**src/rtl/ddr_tx_sched.sv**
```systemverilog
// ddr_tx_sched: round-robin two-source scheduler framing words into DDR bit pairs (PRE, SHIFT, GAP).
// Define DDR_TX_PARITY_EN to append an even-parity SHIFT cycle after the data pairs.
module ddr_tx_sched #(
  parameter int WIDTH   = 8,
  parameter int PRE_CYC = 1
) (
  input  logic             clk,
  input  logic             rst,
  input  logic             req0_valid,
  input  logic [WIDTH-1:0] req0_data,
  output logic             req0_ready,
  input  logic             req1_valid,
  input  logic [WIDTH-1:0] req1_data,
  output logic             req1_ready,
  output logic             d_rise,
  output logic             d_fall,
  output logic             lane_en,
  output logic             busy,
  output logic             grant_id
);
`ifdef DDR_TX_PARITY_EN
  localparam int PAR = 1;
`else
  localparam int PAR = 0;
`endif
  localparam int HALF = WIDTH / 2;
  localparam int SH   = HALF + PAR;
  localparam int MAXC = (PRE_CYC > SH) ? PRE_CYC : SH;
  localparam int CW   = $clog2(MAXC + 1);

  typedef enum logic [1:0] {IDLE, PRE, SHIFT, GAP} state_t;

  state_t           state_q, state_d;
  logic [CW-1:0]    cnt_q, cnt_d;
  logic [WIDTH-1:0] sr_q, sr_d, word;
  logic             last_q, last_d, grant_q, grant_d, par_q, par_d;
  logic             d_rise_q, d_rise_d, d_fall_q, d_fall_d;
  logic             lane_en_q, lane_en_d, busy_q, busy_d;
  logic             win0, win1, par_slot;

  // Output flops are loaded from the next state, so each output cycle matches state_q.
  always_comb begin
    win0       = req0_valid & (~req1_valid | last_q);
    win1       = req1_valid & (~req0_valid | ~last_q);
    req0_ready = (state_q == IDLE) & win0;
    req1_ready = (state_q == IDLE) & win1;
    word       = req1_ready ? req1_data : req0_data;
    state_d    = state_q;
    cnt_d      = cnt_q;
    sr_d       = sr_q;
    last_d     = last_q;
    grant_d    = grant_q;
    par_d      = par_q;
    case (state_q)
      IDLE: if (req0_ready | req1_ready) begin
        state_d = PRE;
        cnt_d   = '0;
        sr_d    = word;
        last_d  = req1_ready;
        grant_d = req1_ready;
        par_d   = ^word;
      end
      PRE: begin
        state_d = (cnt_q == CW'(PRE_CYC - 1)) ? SHIFT : PRE;
        cnt_d   = (cnt_q == CW'(PRE_CYC - 1)) ? '0 : cnt_q + CW'(1);
      end
      SHIFT: begin
        state_d = (cnt_q == CW'(SH - 1)) ? GAP : SHIFT;
        cnt_d   = (cnt_q == CW'(SH - 1)) ? '0 : cnt_q + CW'(1);
      end
      default: state_d = IDLE;
    endcase
    if (state_d == SHIFT) sr_d = sr_q << 2;
    par_slot  = (state_d == SHIFT) & (cnt_d == CW'(HALF));
    lane_en_d = (state_d == PRE) | (state_d == SHIFT);
    busy_d    = state_d != IDLE;
    d_rise_d  = (state_d == PRE) | ((state_d == SHIFT) & (par_slot ? par_q : sr_q[WIDTH-1]));
    d_fall_d  = (state_d == SHIFT) & (par_slot ? ~par_q : sr_q[WIDTH-2]);
  end

  always_ff @(posedge clk) begin
    if (!rst) begin
      state_q   <= IDLE;
      cnt_q     <= '0;
      sr_q      <= '0;
      last_q    <= 1'b1;
      grant_q   <= 1'b0;
      par_q     <= 1'b0;
      d_rise_q  <= 1'b0;
      d_fall_q  <= 1'b0;
      lane_en_q <= 1'b0;
      busy_q    <= 1'b0;
    end else begin
      state_q   <= state_d;
      cnt_q     <= cnt_d;
      sr_q      <= sr_d;
      last_q    <= last_d;
      grant_q   <= grant_d;
      par_q     <= par_d;
      d_rise_q  <= d_rise_d;
      d_fall_q  <= d_fall_d;
      lane_en_q <= lane_en_d;
      busy_q    <= busy_d;
    end
  end

  assign d_rise   = d_rise_q;
  assign d_fall   = d_fall_q;
  assign lane_en  = lane_en_q;
  assign busy     = busy_q;
  assign grant_id = grant_q;
endmodule

```
**config.mk**
```make
export PLATFORM = sky130hd
export DESIGN_NAME = ddr_tx_sched
export DESIGN_NICKNAME = d
export VERILOG_FILES = /design/src/rtl/ddr_tx_sched.sv
export SDC_FILE = /design/constraint.sdc
export NUM_CORES = 1
export LEC_CHECK = 0
export ABC_CLOCK_PERIOD_IN_PS = 2200
export CORE_ASPECT_RATIO = 0.8
export CORE_MARGIN = 2
export CORE_UTILIZATION = 30
export CTS_CLUSTER_DIAMETER = 60
export DETAILED_ROUTE_END_ITERATION = 6
export PLACE_DENSITY = 0.55
export SYNTH_ARGS = -nofsm -noshare
export SYNTH_HDL_FRONTEND = slang
export SYNTH_SLANG_ARGS = --single-unit
```
**constraint.sdc**
```tcl
create_clock -name clk -period 2.2 [get_ports clk]
set_input_delay 0.22 -clock clk [delete_from_list [all_inputs] [get_ports clk]]
set_output_delay 0.22 -clock clk [all_outputs]
set_load 0.02 [all_outputs]
```
# After elaboration in Yosys (flattened, before gate mapping)
# Cells that the tools add are included.
# totals
word_cells	58
in_bits	20
output_inout_bits	7
reg_bits	20
# op_classes
n_mux	14
n_eq_ne	6
bitwise_logic	17
n_reduce_logical	9
addsub	1
# ops
op	n
$mux W8	4
$mux W3	3
$pmux W3 S3	1
$reduce_xor A8 Y1	1
$and A1 B1 Y1	7
$pmux W2 S3	1
$reduce_bool A2 Y1	3
$not A1 Y1	5
$or A1 B1 Y1	5
$eq A2 B1 Y1 const B	2
$eq A2 B2 Y1 const B	2
$mux W2	2
$reduce_and A2 Y1	2
$add A3 B1 Y3 const B	1
$eq A3 B2 Y1 const B	1
$eq A3 B3 Y1 const B	1
$logic_not A3 Y1	1
$mux W1	3
$logic_not A2 Y1	1
$reduce_or A2 Y1	1

# Logic depth before layout (Yosys ltp)
# logic_depth
word_depth	12
ltp_mapped	11
mapped_depth_nobuf	10

# Worst setup path before layout
# No wires, ideal clock.
# synth_timing
path_kind	register to register
from	register cnt_q[0]
to	register sr_q[5]
setup_ns	0.071
arrival_ns	2.082
n_path_buf	2
slack_ns	0.048
required_time_ns	2.129
path_stages_with_launch	12
synth_period_minus_slack_ns	2.152
cell_sequence	dfxtp_1 inv_1 ha_1 nor2b_1 a211oi_1 a21o_1 inv_1 ha_1 clkbuf_1 clkbuf_1 a211o_1 a21oi_1
# synth_between
elab_chain_len	6
word_cells_on_any_way	10
classes_between	2 x eq/ne; 4 x mux; 4 x reduce/logical
# synth_rtl
element	line	text
from (decl)	34	logic [CW-1:0] cnt_q, cnt_d;
from (signal assigned)	95	cnt_q <= cnt_d;
$eq A3 B2 Y1 or $logic_not A3 Y1 (tied branches)	68, 64	
$mux W1 or $mux W2 (tied branches)	68, 64	
$pmux W2 S3 (*)	54	case (state_q)
net state_d[0]	33	state_t state_q, state_d;
$eq A2 B2 Y1 (*)	73	if (state_d == SHIFT) sr_d = sr_q << 2;
$reduce_bool A2 Y1 (no line)	--	
$reduce_and A2 Y1 (no line)	--	
to (signal assigned)	96	sr_q <= sr_d;
to (decl)	35	logic [WIDTH-1:0] sr_q, sr_d, word;
# Mark *: on every way through the listed nets, which the timed path passes. The rest lies on a longest branch.
# A chain may end at the register's enable or synchronous reset.

# Worst setup path in the final report
# layout_timing
from	register cnt_q[1]
to	register d_rise_q (netlist: d_rise)
# layout_between
elab_chain_len	8
word_cells_on_any_way	17
classes_between	1 x add/sub; 4 x eq/ne; 8 x mux; 3 x bitwise; 1 x reduce/logical
# layout_rtl
element	line	text
$eq A3 B2 Y1 or $logic_not A3 Y1 (tied branches)	68, 64	
$mux W1 or $mux W2 (tied branches)	68, 64	
$pmux W2 S3 (*)	54	
net state_d[0]	33	
$eq A2 B2 Y1	74, 77	
$and A1 B1 Y1	74	par_slot = (state_d == SHIFT) & (cnt_d == CW'(HALF));
$mux W1	77	d_rise_d = (state_d == PRE) | ((state_d == SHIFT) & (par_slot ? par_q : sr_q[WIDTH-1]));
$and A1 B1 Y1	77	
$or A1 B1 Y1 (*)	77	
to (signal assigned)	100	d_rise_q <= d_rise_d;
to (decl)	37	logic d_rise_q, d_rise_d, d_fall_q, d_fall_d;
# Marks and branches as above.

==> metrics.txt <==
run status finished clean; latest clock arrival within the worst-skew pair 250 ps; syn_nets around 180; detailed-route via count 1096; number of nets in the finished design 207; relative max-transition margin between 60% and 70%; Post-Place Cells about 230; Max FO, Critical Path 3; required time at the endpoint of the critical path 2350 ps; layout cell share with drive strength beyond 1 15.1%; 1st-pass router iterations 4; initial antenna violation count 0; cell area reported after detailed placement 1630 um2; I/O Buffers 26; Synthesis Warnings 0; # IOs 27; maximum number of pins on one net before global-route repair 19; sequential-to-total area share from yosys stat a little under a third; number of enable flip-flop cells after synthesis 0; first-pass GRT wire length 4.73 mm; number of hold violations in the final report 0; global route total overflow 0; final antenna diode count 0; most frequent cell after synthesis sky130_fd_sc_hd__dfxtp_1; fin cells 236; initial core utilization 30.7%; die width 76.4 um; fraction of synthesized cell area taken by the top area cell type 31.8%; max-capacitance violation count 0; final critical-path share of the clock period a little over 90%; most used standard cells in the synthesized netlist sky130_fd_sc_hd__dfxtp_1, sky130_fd_sc_hd__nor2_1, sky130_fd_sc_hd__nand2_1, sky130_fd_sc_hd__a21oi_1, sky130_fd_sc_hd__xnor2_1; number of CTS-inserted buffers 3; cell depth of the worst hold path 2; PD cells between 800 and 900 nW/um2; number of sinks handled by clock tree synthesis 20; worst endpoint data arrival time 2200 ps; Wirelength per Cell 12.3 um; Post CTS Setup Buffer Count 0; transition time of the tightest slew-check pin 590 ps; M1 GR Usage 17.3%; Worst-path clk slew 70 ps; final number of setup-violating endpoints 0; area of all placed cells without fillers 1740 um2; H-tree level count 1; cell count of the worst reg-to-reg path 10; post-synthesis instance area 1260 um2; dominant cells by area after synthesis sky130_fd_sc_hd__dfxtp_1, sky130_fd_sc_hd__xnor2_1, sky130_fd_sc_hd__mux2i_1; Area Overhead vs Synth 38.0%; final-report max-slew violation count 0; final setup skew 4.48 ps; total length of routed wires slightly below 3 mm; fill cell instance count of the final layout around 420; footprint of the multi-input gates 835 um2; number of flip-flops and latches in the synthesized netlist 20; Sequential cell area 402 um2; Worst setup EP type register; worst voltage drop across the vdd grid around 0.33 mV; type of the worst min-delay path reg2reg; number of standard cells after synthesis ~150; vias in the first global route 1053; Vias per Instance between 4 and 5; critical path launch point type register; GR Util met2 20.7%; overall routing resource usage 12.8%; root buffer cell sky130_fd_sc_hd__clkbuf_8; routability congestion estimate from global placement 0.745; final critical path time including I/O delays and setup 2040 ps; flip-flop cell with the highest count after synthesis sky130_fd_sc_hd__dfxtp_1; height of the chip just over 60 um; grt met3 use 3.61%; Final Hold Slack 459 ps; placeable core region 4100 um2; total die area 4730 um2; count of cell types in the netlist 38; post-synthesis async set-or-reset flop share 0%; Max Clock Freq around 0.5 GHz; Post-route DRC 0; biggest area consumer among synthesized cells sky130_fd_sc_hd__dfxtp_1; Avg Synthesized Cell Area between 8 and 9 um2; kind of critical path reg2reg; clock tree from TritonCTS yes; number of standard-cell rows in the floorplan 21; HPWL reported at the end of detailed placement 2.29 mm; Pleak 0.727 nW; remaining number of nets flagged by the antenna check after routing 0; Bufs on Longest Clock Path 2; DRT iter0 DRCs 45; busiest layer in global routing met2
[placed cells by master, fill, tap and decap left out, drive strengths merged, types with 3 or more instances in the layout]
| master | instances |
|---|---|
| nand2 | 14 |
| mux2i | 9 |
| nand2b | 3 |
| a21oi | 13 |
| dfxtp | 20 |
| a211o | 6 |
| nor2 | 16 |
| buf | 8 |
| clkdlybuf4s50 | 26 |
| clkbuf | 4 |
| inv | 11 |
| ha | 7 |
| a211oi | 4 |
| xnor2 | 12 |
[flip-flops by register name (all words and copies together) (netlist names)]
signal,flops
d_rise,1
lane_en,1
sr_q,8
d_fall,1
busy,1
last_q,1
cnt_q,3
grant_id,1
par_q,1
state_q,2
[per-layer routing]
layer	part of all wire, %	vias up	wire (um)
met5	0	-	0
met4	0.93	0	27
met3	3.5	2	101
met2	45	13	1310
met1	50	510	1460
li1	-	571	-
[per-stage QoR]
stage | setup TNS, ps | setup slack, ps | util (%) | total power [W]
2_1_floorplan | 0 | 47.8 | - | 0.000892
3_3_place_gp | 0 | 50.8 | 39.9 | 0.00110
3_5_place_dp | -9.28 | -9.28 | 39.9 | 0.00111
4_1_cts | 0 | 47.6 | 41.2 | 0.00140
5_1_grt | -6.52 | -6.52 | 42.4 | 0.00154
6_report | 0 | 158 | 42.4 | 0.00142
[cells by family after synthesis]
logic type / count (synthesis) / share of synthesized area (%)
mux: 9 / 7.16
fa+ha+maj: 7 / 6.96
compound gates: 35 / 22.0
simple gates: 45 / 16.8
flops: 20 / 31.8
buf+inv: 18 / 5.57
xor+xnor: 14 / 9.74
[critical path: stages, from the launching register on]
cell	delay [ps]
sky130_fd_sc_hd__dfxtp_1	320
sky130_fd_sc_hd__inv_1	80
sky130_fd_sc_hd__ha_1	170
sky130_fd_sc_hd__nor2b_4	170
sky130_fd_sc_hd__a211oi_2	70
sky130_fd_sc_hd__a21o_1	180
sky130_fd_sc_hd__inv_1	80
sky130_fd_sc_hd__ha_2	230
sky130_fd_sc_hd__a21oi_1	100
sky130_fd_sc_hd__and3_1	200
sky130_fd_sc_hd__a2111oi_2	320
[layout make-up]
cell class              instances  share of cell area, %
repair buffers                 34                   19.2
multi-input cells             110                   48.1
well taps                      57                   4.11
clock buffers                   4                   3.17
inverters                      11                   2.38
flip-flops and latches         20                   23.1
[report_power, final]
group          switching [W]  internal (W)  total, W  leakage (nW)
Clock               0.000116      0.000159  0.000275        0.0288
Sequential         0.0000536      0.000441  0.000495         0.165
Combinational       0.000323      0.000327  0.000649         0.533
Total               0.000492      0.000927   0.00142         0.727
[timing repair]
action,CTS,global route
hold buffers,0,0
gates resized for setup,0,11
endpoints found under the setup margin,0,9
[path summary, 6_finish.rpt]
kind	start	to	slack [ps]
min reg2reg	sr_q[5]	sr_q[7]	460
max reg2reg	cnt_q[1]	d_rise	160
min	sr_q[5]	sr_q[7]	460
max	cnt_q[1]	d_rise	160
Power figures use the tool's default switching activity.
